## src/rtl/alu_pkg.sv

```systemverilog
// rtl/alu_pkg.sv - shared ALU constants and MUL sequencer state encoding
package alu_pkg;

    localparam int WIDTH = 8;
    localparam int CNT_W = 3;

    // 2'd3 is unused and falls back to IDLE in the sequencer
    typedef enum logic [1:0] {
        ST_IDLE = 2'd0,
        ST_RUN  = 2'd1,
        ST_DONE = 2'd2
    } mul_state_e;

endpackage

```

## src/rtl/full_adder_8bits.sv

```systemverilog
// rtl/full_adder_8bits.sv - 8-bit ripple-carry adder used by the MUL datapath
module full_adder_8bits
    import alu_pkg::*;
(
    input  logic [WIDTH-1:0] A,
    input  logic [WIDTH-1:0] B,
    input  logic             Cin,
    output logic [WIDTH-1:0] Suma,
    output logic             Cout
);

    // Ripple the carry from bit 0 upwards; the carry out of bit 7 becomes Cout
    always_comb begin
        logic c;
        c    = Cin;
        Suma = '0;
        for (int i = 0; i < WIDTH; i++) begin
            Suma[i] = A[i] ^ B[i] ^ c;
            c       = (A[i] & B[i]) | (c & (A[i] ^ B[i]));
        end
        Cout = c;
    end

endmodule

```

## src/rtl/mult_shift_add_8bits.sv

```systemverilog
// rtl/mult_shift_add_8bits.sv - sequential 8x8 unsigned shift-and-add multiplier
module mult_shift_add_8bits
    import alu_pkg::*;
(
    input  logic               clk,
    input  logic               rst,
    input  logic               start,
    input  logic [WIDTH-1:0]   A,
    input  logic [WIDTH-1:0]   B,
    output logic               ready,
    output logic               busy,
    output logic               done,
    output logic [2*WIDTH-1:0] Producto,
    output logic               Alto
);

    mul_state_e           state_q, state_d;
    logic [CNT_W-1:0]     cnt_q, cnt_d;
    logic [WIDTH-1:0]     mcand_q, mcand_d;
    logic [WIDTH-1:0]     phi_q, phi_d;
    logic [WIDTH-1:0]     plo_q, plo_d;
    logic [2*WIDTH-1:0]   producto_q, producto_d;
    logic                 alto_q, alto_d;

    logic [WIDTH-1:0]     add_b;
    logic [WIDTH-1:0]     suma;
    logic                 cout;
    logic [WIDTH-1:0]     step_phi;
    logic [WIDTH-1:0]     step_plo;

    // Partial product is added only when the current multiplier LSB is set
    assign add_b = plo_q[0] ? mcand_q : '0;

    full_adder_8bits u_adder (
        .A    (phi_q),
        .B    (add_b),
        .Cin  (1'b0),
        .Suma (suma),
        .Cout (cout)
    );

    // Shift the 17-bit {Cout, Suma, Plo} right by one; Cout lands in the Phi MSB
    assign step_phi = {cout, suma[WIDTH-1:1]};
    assign step_plo = {suma[0], plo_q[WIDTH-1:1]};

    // Next-state, datapath load/step and result capture
    always_comb begin
        state_d    = state_q;
        cnt_d      = cnt_q;
        mcand_d    = mcand_q;
        phi_d      = phi_q;
        plo_d      = plo_q;
        producto_d = producto_q;
        alto_d     = alto_q;

        case (state_q)
            ST_IDLE: begin
                if (start) begin
                    mcand_d = A;
                    phi_d   = '0;
                    plo_d   = B;
                    cnt_d   = '0;
                    state_d = ST_RUN;
                end
            end
            ST_RUN: begin
                phi_d = step_phi;
                plo_d = step_plo;
                cnt_d = cnt_q + 3'd1;
                if (cnt_q == 3'd7) begin
                    producto_d = {step_phi, step_plo};
                    alto_d     = |step_phi;
                    state_d    = ST_DONE;
                end
            end
            ST_DONE: begin
                if (start) begin
                    mcand_d = A;
                    phi_d   = '0;
                    plo_d   = B;
                    cnt_d   = '0;
                    state_d = ST_RUN;
                end else begin
                    state_d = ST_IDLE;
                end
            end
            default: begin
                state_d = ST_IDLE;
            end
        endcase
    end

    // State and datapath registers, cleared asynchronously
    always_ff @(posedge clk or posedge rst) begin
        if (rst) begin
            state_q    <= ST_IDLE;
            cnt_q      <= '0;
            mcand_q    <= '0;
            phi_q      <= '0;
            plo_q      <= '0;
            producto_q <= '0;
            alto_q     <= 1'b0;
        end else begin
            state_q    <= state_d;
            cnt_q      <= cnt_d;
            mcand_q    <= mcand_d;
            phi_q      <= phi_d;
            plo_q      <= plo_d;
            producto_q <= producto_d;
            alto_q     <= alto_d;
        end
    end

    assign ready    = (state_q == ST_IDLE) || (state_q == ST_DONE);
    assign busy     = (state_q == ST_RUN);
    assign done     = (state_q == ST_DONE);
    assign Producto = producto_q;
    assign Alto     = alto_q;

endmodule
```

## config.mk

```make
export PLATFORM = sky130hd
export DESIGN_NAME = mult_shift_add_8bits
export DESIGN_NICKNAME = d
export VERILOG_FILES = /design/src/rtl/alu_pkg.sv /design/src/rtl/full_adder_8bits.sv /design/src/rtl/mult_shift_add_8bits.sv
export SDC_FILE = /design/constraint.sdc
export NUM_CORES = 1
export LEC_CHECK = 0
export BUFFER_PORTS_ARGS = -buffer_cell sky130_fd_sc_hd__buf_2
export CAP_MARGIN = 10
export CORE_ASPECT_RATIO = 1.1
export CORE_MARGIN = 1.5
export CORE_UTILIZATION = 55
export CTS_BUF_LIST = sky130_fd_sc_hd__clkbuf_8 sky130_fd_sc_hd__clkbuf_16
export CTS_CLUSTER_DIAMETER = 80
export CTS_CLUSTER_SIZE = 24
export DETAILED_ROUTE_END_ITERATION = 8
export PLACE_DENSITY = 0.79
export SLEW_MARGIN = 10
export SYNTH_ARGS = -nofsm -noshare
export SYNTH_HDL_FRONTEND = slang
export SYNTH_HIERARCHICAL = 1
export SYNTH_SLANG_ARGS = --single-unit
```

## constraint.sdc

```tcl
create_clock -name clk -period 4.6 [get_ports clk]
set_input_delay 0 -clock clk [delete_from_list [all_inputs] [get_ports clk]]
set_output_delay 0 -clock clk [all_outputs]
set_load 0.02 [all_outputs]
```

==> results.py, run 1 <==
metrics = {
    "detailed_routing": {
        "routedWlPerCell_um": 14.5,
        "drt-met1-wl_mm": 1.57,
        "top_layer": "met4",
        "drt_first_pass_iters": 4,
        "drtIter0Drc": 38,
        "drc_errors": 0,
        "wl_met3_um": 166,
        "num_vias": 1368,
        "routed_wl_mm": 3.70,
        "met2_length_mm": 1.91,
        "ant_nets": 0,
        "via_per_inst": 5.36,
    },
    "final_layout": {
        "antennaDiodeCount": 0,
        "fin_nets": 233,
        "layout-area-overhead-vs-synth_pct": 19.4,
        "final_util": 0.690,
        "drive_gt1_frac": 0.361,
        "fin_cells": 255,
    },
    "die": {
        "core_area_mm2": 0.00368,
        "start_util": 0.578,
        "die_area_mm2": 0.00425,
        "io_pins": 39,
        "fp.dieH_um": 68.2,
        "die_w_um": 62.3,
        "rows": 23,
    },
    "grt": {
        "first_global_vias": 1391,
        "overflow": 0,
        "grt_max_degree": 47,
        "grt_pass1_wl_mm": 6.15,
        "track_usage": 0.190,
        "grt_antenna_before_repair": 0,
    },
    "timing": {
        "hold_viol": 0,
        "finalCriticalPeriod_ps": 4060,
        "slew_headroom": 0.489,
        "worst_pin_slew_ps": 766,
        "fin_skew_ps": 1.62,
        "post-route-period-util": 0.883,
        "setup_viol_count_final": 0,
        "tns_ps": 0,
        "clock.fmax_mhz": 246,
        "slew_viol_final": 0,
        "rsz0062_at_grt": "false",
    },
    "logic_synthesis": {
        "syn_avg_cell_area_um2": 13.6,
        "yosysSeqAreaShare": 0.541,
        "mappedNetlistArea_mm2": 0.00213,
        "synth.area.top_cells": "dfrtp_1 54%, mux2_2 7.9%, fa_1 7.5%",
        "ys_warn_count": 6,
        "synth_cell_types": 24,
        "synth.top_cell.area_share": 0.541,
        "yosys.area.top_type": "dfrtp_1",
        "synth.net_count": 185,
        "synth-seq-cells": 46,
        "synthCells": 156,
    },
    "cts": {
        "cts_tree": "yes",
        "clockBufferDepth": 2,
        "insertion_delay_ps": 290,
        "numClockSinks": 46,
        "cts_buffers": 5,
        "cts-root-buf": "clkbuf_8",
        "postCtsSetupRepairBufs": 0,
        "clkSlewWorstSetupHoldPaths_ps": 80,
        "cts.htree.levels": 2,
    },
    "power": {
        "power.leakage_nw": 1.30,
        "power_mw": 1.87,
        "p_per_area_mw_per_mm2": 735,
        "netSwitchingFraction": 0.378,
        "power.net_switching_mw": 0.705,
        "seq_power_share": 0.393,
        "vdd_drop_max_v": 0.000409,
        "power_frac_comb": 0.459,
        "p_int_mw": 1.16,
        "power.share.clock": 0.148,
    },
    "worst_setup_path": {
        "critical_path.most_common_cell": "fa_1",
        "path_cells": "and2_1 -> fa_1 -> inv_1 -> fa_1 -> inv_1 -> fa_1 -> fa_1 -> fa_1 -> fa_1 -> fa_1 -> inv_1 -> fa_1 -> inv_1 -> nor4_1 -> a31oi_1",
        "crit_slowest_cell": "dfrtp_1",
        "arrival_ps": 4280,
        "worst_path_largest_cell_delay_ps": 450,
        "crit_family": "adder cells",
        "path_max_fanout": 9,
        "crit_buf_inv": 4,
        "end_kind": "flip-flop",
        "crit_type": "reg -> reg",
        "critical_path.startpoint_type": "flip-flop",
        "cp.required_ps": 4810,
    },
    "status": {
        "status": "completed",
    },
    "placed_design": {
        "portBuffers": 38,
        "dpl.cell_count": 238,
        "gp_congestion": 0.826,
        "dp_hpwl_mm": 2.69,
    },
    "min_path": {
        "holdCritPathClass": "in -> reg",
    },
    "flow_run": {
        "drv_cap": 0,
    },
}
## power groups by stage
stage	registers (mW)	logic [mW]	clock network, mW
2_1_floorplan	0.782	0.597	0
3_3_place_gp	0.733	0.833	0
3_5_place_dp	0.742	0.863	0
4_1_cts	0.735	0.867	0.281
5_1_grt	0.758	0.941	0.302
6_report	0.734	0.857	0.276
## Yosys cell counts
cell type,n
o21ai_0,10
buf_6,2
a21oi_1,1
a21oi_2,1
and2_1,8
inv_2,1
mux2i_1,8
fa_1,8
nor4_1,2
a22o_1,10
buf_4,1
a31oi_1,1
mux2_4,9
buf_2,2
nand3b_4,1
ha_1,2
conb_1,1
nand2b_1,2
nor2b_1,1
mux2_2,15
clkbuf_1,2
dfrtp_1,46
nand3_1,9
inv_1,13
## worst min-delay path: stages
cell     delay, ps
buf_2           80
mux2i_1         50
o21ai_0        130
## sequential cells by signal, indices dropped and copies added (netlist names)
name and cells:
Producto 16, state_q 2, cnt_q 3, plo_q 8, Alto 1, phi_q 8, mcand_q 8
## layer usage
metal,global-route usage,up-vias
li1,-,633
met1,0.218,690
met2,0.356,39
met3,0.0345,6
met4,0.0861,0
met5,0,-
## metrics by stage
step / worst slack [ps] / hold WS (ps) / instance area, um2
3_3_place_gp: 643 / 160 / 2340
6_report: 537 / 4.31 / 2540
2_1_floorplan: 738 / 151 / 2130
3_5_place_dp: 563 / 173 / 2340
4_1_cts: 550 / 3.69 / 2540
5_1_grt: 287 / 22.2 / 2540
## final timing paths
| check | start | depth (start not counted) | endpoint | slack [ps] |
|---|---|---|---|---|
| setup / recovery | plo_q[0] | 15 | Alto | 540 |
| hold / removal | B[7] | 3 | plo_q[7] | 4 |
| setup reg to reg | plo_q[0] | 15 | Alto | 540 |
| hold reg to reg | Producto[11] | 1 | Producto[11] | 500 |
| max in group asynchronous | rst | 4 | Producto[14] | 3830 |
| min in group asynchronous | rst | 4 | Producto[3] | 380 |
## cell families (layout without fill, tap and decap cells)
logic type               count (synthesis)  in the layout  share of synthesized area
AND/OR/NAND/NOR                         23             23                     0.0688
adder cells (fa/ha/maj)                 10             10                     0.0870
other                                    1              1                    0.00176
multiplexers                            32             32                      0.180
AO/OA/AOI/OAI                           23             23                     0.0741
buffers and inverters                   21             70                     0.0470
flip-flops                              46             46                      0.541
## cell type report
class	instances	area (um2)
Timing Repair Buffer	48	288
Tap cell	50	62.6
Clock buffer	8	110
Fill cell	277	1140
Inverter	14	52.6
Multi-Input combinational cell	89	877
Sequential cell	46	1150
## cells in the final DEF (no fill, tap or decap), drive strengths merged
master,n
conb,1
buf,39
mux2i,8
dlygate4sd3,9
nand3,9
nand2b,2
nand3b,1
a21oi,2
fa,8
dfrtp,46
mux2,24
inv,13
clkbuf,8
clkinv,1
o21ai,10
ha,2
a31oi,1
nor4,2
nor2b,1
and2,8
a22o,10
## repair_timing
action,in CTS,in global routing
hold buffers,9,0
resized for setup,0,0
hold endpoints to repair,54,0
No activity file was read; power rests on OpenSTA's default activity.
==> inputs of run 2 (changes only) <==
--- a/config.mk
+++ b/config.mk
@@ -9,12 +9,11 @@
 export CAP_MARGIN = 10
 export CORE_ASPECT_RATIO = 1.1
 export CORE_MARGIN = 1.5
-export CORE_UTILIZATION = 55
+export CORE_UTILIZATION = 40
 export CTS_BUF_LIST = sky130_fd_sc_hd__clkbuf_8 sky130_fd_sc_hd__clkbuf_16
 export CTS_CLUSTER_DIAMETER = 80
 export CTS_CLUSTER_SIZE = 24
 export DETAILED_ROUTE_END_ITERATION = 8
-export PLACE_DENSITY = 0.79
 export SLEW_MARGIN = 10
 export SYNTH_ARGS = -nofsm -noshare
 export SYNTH_HDL_FRONTEND = slang
==> results.py, run 2 (synthesis results as in run 1) <==
metrics = {
    "grt": {
        "first_global_vias": 1370,
        "grt_antenna_before_repair": 0,
        "track_usage": 0.152,
        "grt_pass1_wl_mm": 6.60,
        "overflow": 0,
        "grt_max_degree": 47,
    },
    "final_layout": {
        "fin_cells": 266,
        "layout-area-overhead-vs-synth_pct": 20.4,
        "final_cell_mix": "46 x dfrtp_1, 38 x buf_2, 15 x mux2_2, 13 x inv_1, 12 x dlygate4sd3_1",
        "fin_nets": 236,
        "mostFrequentLayoutCell": "dfrtp_1",
        "largest_reg_flops": 16,
        "drive_gt1_frac": 0.351,
        "antennaDiodeCount": 0,
    },
    "cts": {
        "cts-root-buf": "clkbuf_8",
        "cts_tree": "yes",
        "cts_buffers": 5,
        "clockBufferDepth": 2,
        "cts.htree.levels": 2,
        "insertion_delay_ps": 300,
        "clkSlewWorstSetupHoldPaths_ps": 80,
        "cts.repair.resized": 0,
        "numClockSinks": 46,
    },
    "power": {
        "p_per_area_mw_per_mm2": 720,
        "power.leakage_nw": 1.30,
        "power_mw": 1.84,
        "vdd_drop_max_v": 0.000267,
    },
    "timing": {
        "post-route-period-util": 0.883,
        "tns_ps": 0,
        "slew_headroom": 0.489,
        "rsz0062_at_grt": "false",
        "slew_viol_final": 0,
        "hold_viol": 0,
        "clock.fmax_mhz": 246,
        "finalCriticalPeriod_ps": 4060,
        "fin_skew_ps": 8.37,
        "worst_pin_slew_ps": 766,
        "setup_viol_count_final": 0,
        "fin_ws_ps": 539,
    },
    "worst_setup_path": {
        "path_cells": "and2_1 -> fa_1 -> inv_1 -> fa_1 -> inv_1 -> fa_1 -> fa_1 -> fa_1 -> fa_1 -> fa_1 -> inv_1 -> fa_1 -> inv_1 -> nor4_1 -> a31oi_1",
        "worst_path_largest_cell_delay_ps": 440,
        "crit_type": "reg -> reg",
        "critical_path.most_common_cell": "fa_1",
        "crit_family": "adder cells",
        "critical_path.startpoint_type": "flip-flop",
        "crit_buf_inv": 4,
        "cp.required_ps": 4820,
        "end_kind": "flip-flop",
        "r2r_setup_slack_ps": 540,
        "reg2reg_to": "Alto",
        "path_max_fanout": 9,
        "crit_slowest_cell": "dfrtp_1",
        "rr_startpoint": "plo_q[0]",
        "arrival_ps": 4280,
        "r2r_cells": 15,
    },
    "die": {
        "fp.dieH_um": 79.5,
        "die_w_um": 72.6,
        "core_area_mm2": 0.00507,
        "die_area_mm2": 0.00577,
        "io_pins": 39,
        "start_util": 0.420,
        "rows": 27,
    },
    "detailed_routing": {
        "via_per_inst": 5.02,
        "drtIter0Drc": 69,
        "drc_errors": 0,
        "ant_nets": 0,
        "num_vias": 1334,
        "routed_wl_mm": 3.91,
        "routedWlPerCell_um": 14.7,
        "drt_first_pass_iters": 4,
    },
    "placed_design": {
        "gp_congestion": 0.763,
        "dp_hpwl_mm": 2.74,
        "portBuffers": 38,
        "dp_slack_ps": 540,
        "dpl.cell_count": 246,
    },
    "status": {
        "status": "completed",
    },
    "min_path": {
        "whs_path_depth": 3,
        "holdCritPathClass": "in -> reg",
        "hold_end": "plo_q[6]",
        "worstHoldStart": "B[6]",
    },
    "flow_run": {
        "drv_cap": 0,
    },
}
==> run 2: layer usage <==
| layer | part of all wire | global-route usage | wire, um | vias up |
|---|---|---|---|---|
| met1 | 0.47 | 0.192 | 1820 | 658 |
| met2 | 0.48 | 0.251 | 1880 | 34 |
| li1 | - | - | - | 637 |
| met3 | 0.039 | 0.0417 | 152 | 5 |
| met5 | 0 | 0 | 0 | - |
| met4 | 0.014 | 0.0509 | 55 | 0 |
==> run 2: worst max-delay path by stage <==
stage	from	end	slack [ps]	depth (start not counted)
floorplan	plo_q[0]	Alto	740	15
global placement	plo_q[0]	Alto	630	15
detailed placement	plo_q[0]	Alto	540	15
CTS	plo_q[0]	Alto	530	15
global route	plo_q[0]	Alto	350	15
finish	plo_q[0]	Alto	540	15
==> run 2: cell type report <==
| class | instances | area (um2) |
|---|---|---|
| Inverter | 14 | 52.6 |
| Timing Repair Buffer | 51 | 318 |
| Tap cell | 58 | 72.6 |
| Clock inverter | 2 | 8.76 |
| Fill cell | 457 | 2500 |
| Sequential cell | 46 | 1150 |
| Clock buffer | 6 | 82.6 |
| Multi-Input combinational cell | 89 | 877 |
==> run 2: repair_timing <==
item / CTS / global route
hold buffers: 12 / 0
setup buffers: 0 / 0
hold endpoints to repair: 57 / 0
==> run 2: power by group <==
group	internal, mW	switching, mW	total, mW	leakage (nW)
sequential	0.598	0.136	0.734	0.562
combinational	0.413	0.449	0.862	0.689
clock	0.119	0.129	0.248	0.0524
==> run 2: tightest hold or removal path: stages <==
cell and delay, ps:
buf_2 80, mux2i_1 50, o21ai_0 140
==> run 2: per-stage QoR <==
stage | instance area (um2) | util | hold WS (ps)
after CTS | 2560 | 0.506 | 1.17
final | 2560 | 0.506 | 3.05
after global placement | 2350 | 0.464 | 163
after global routing | 2560 | 0.506 | 29.3
after detailed placement | 2350 | 0.464 | 185
after floorplan | 2130 | - | 151
==> inputs of run 3 (changes only) <==
--- a/config.mk
+++ b/config.mk
@@ -10,7 +10,6 @@
 export CORE_ASPECT_RATIO = 1.1
 export CORE_MARGIN = 1.5
 export CORE_UTILIZATION = 40
-export CTS_BUF_LIST = sky130_fd_sc_hd__clkbuf_8 sky130_fd_sc_hd__clkbuf_16
 export CTS_CLUSTER_DIAMETER = 80
 export CTS_CLUSTER_SIZE = 24
 export DETAILED_ROUTE_END_ITERATION = 8
==> results.py, run 3 (synthesis results as in run 1) <==
metrics = {
    "final_layout": {
        "fillers": 457,
        "antennaDiodeCount": 0,
        "largest_reg_flops": 16,
        "regArea_mm2": 0.00115,
        "layout-area-overhead-vs-synth_pct": 20.4,
        "multi_input_area_um2": 877,
        "final_cell_mix": "46 x dfrtp_1, 38 x buf_2, 15 x mux2_2, 12 x inv_1, 12 x dlygate4sd3_1",
        "fin_area_mm2": 0.00256,
        "drive_gt1_frac": 0.351,
        "fin_nets": 236,
        "mostFrequentLayoutCell": "dfrtp_1",
    },
    "power": {
        "power.leakage_nw": 1.30,
        "p_per_area_mw_per_mm2": 721,
        "power_mw": 1.85,
        "vdd_drop_max_v": 0.000266,
    },
    "cts": {
        "clockBufferDepth": 2,
        "insertion_delay_ps": 300,
        "cts-root-buf": "clkbuf_8",
        "numClockSinks": 46,
        "cts_buffers": 5,
        "cts_tree": "yes",
        "cts.htree.levels": 2,
        "clkSlewWorstSetupHoldPaths_ps": 80,
        "cts.repair.resized": 0,
    },
    "grt": {
        "track_usage": 0.152,
        "overflow": 0,
        "first_global_vias": 1370,
        "grt_max_degree": 47,
        "grt_pass1_wl_mm": 6.60,
        "grt_antenna_before_repair": 0,
    },
    "timing": {
        "slew_viol_final": 0,
        "tns_ps": 0,
        "fin_skew_ps": 8.27,
        "finalCriticalPeriod_ps": 4060,
        "timing.hold.ws_ps": 3.45,
        "slew_headroom": 0.491,
        "setup_viol_count_final": 0,
        "post-route-period-util": 0.883,
        "worst_pin_slew_ps": 763,
        "hold_viol": 0,
        "rsz0062_at_grt": "false",
        "clock.fmax_mhz": 246,
    },
    "worst_setup_path": {
        "rr_startpoint": "plo_q[0]",
        "crit_type": "reg -> reg",
        "arrival_ps": 4280,
        "reg2reg_to": "Alto",
        "end_kind": "flip-flop",
        "crit_start": "plo_q[0]",
        "r2r_cells": 15,
        "path_max_fanout": 9,
        "critical_path.startpoint_type": "flip-flop",
        "r2r_setup_slack_ps": 540,
        "cp.required_ps": 4820,
    },
    "die": {
        "die_w_um": 72.6,
        "io_pins": 39,
        "start_util": 0.420,
        "core_area_mm2": 0.00507,
        "fp.dieH_um": 79.5,
        "rows": 27,
        "die_area_mm2": 0.00577,
    },
    "min_path": {
        "holdCritPathClass": "in -> reg",
        "whs_path_depth": 3,
        "worstHoldStart": "B[6]",
        "hold_end": "plo_q[6]",
    },
    "placed_design": {
        "portBuffers": 38,
        "dpl_cell_area_mm2": 0.00235,
        "gp_congestion": 0.763,
        "dp_hpwl_mm": 2.74,
    },
    "detailed_routing": {
        "drtIter0Drc": 69,
        "drc_errors": 0,
        "num_vias": 1334,
        "drt_first_pass_iters": 4,
        "via_per_inst": 5.02,
        "routedWlPerCell_um": 14.7,
        "ant_nets": 0,
        "routed_wl_mm": 3.91,
    },
    "status": {
        "status": "completed",
    },
    "flow_run": {
        "drv_cap": 0,
    },
}
-- run 3: cell types whose count changed in the layout (fill, tap and decap cells not counted) --
cell / previous run / this run
inv_1: 13 / 12
clkbuf_1: 0 / 1
-- run 3: area by class of cell --
cell class	instances	area share
tap	58	0.0283
timing repair buffer	51	0.124
inverter	14	0.0205
sequential	46	0.449
multi-input combinational	89	0.342
clock inverter	1	0.00195
clock buffer	7	0.0337
-- run 3: worst max-delay path by stage --
stage,to,slack [ps]
final,Alto,540
after global routing,Alto,350
after CTS,Alto,530
after detailed placement,Alto,540
after global placement,Alto,630
after floorplan,Alto,740
-- run 3: timing repair --
item / 4_1_cts / 5_1_grt
hold buffers: 12 / 0
hold endpoints to repair: 57 / 0
buffers inserted: 0 / 0
-- run 3: routing by layer --
metal,GRT usage,vias to the layer above,routed length [um]
li1,-,636,-
met1,0.192,660,1830
met2,0.251,33,1870
met3,0.0417,5,159
met4,0.0509,0,55
met5,0,-,0
-- run 3: metrics by stage --
stage | utilization | cells | worst slack, ps
floorplan | - | 156 | 738
global placement | 0.464 | 246 | 632
detailed placement | 0.464 | 246 | 540
CTS | 0.506 | 266 | 531
global route | 0.506 | 266 | 352
finish | 0.506 | 266 | 538
-- run 3: worst max-delay path, stage by stage, from the launching register on --
cell and delay [ps]:
dfrtp_1 440, and2_1 180, fa_1 380, inv_1 80, fa_1 160, inv_1 50, fa_1 370, fa_1 390
fa_1 390, fa_1 390, fa_1 380, inv_1 80, fa_1 400, inv_1 100, nor4_1 60, a31oi_1 160
-- run 3: power by group --
| part | switching (mW) | leakage [nW] | internal (mW) |
|---|---|---|---|
| clock network | 0.131 | 0.0482 | 0.121 |
| registers | 0.136 | 0.562 | 0.598 |
| logic | 0.450 | 0.689 | 0.413 |
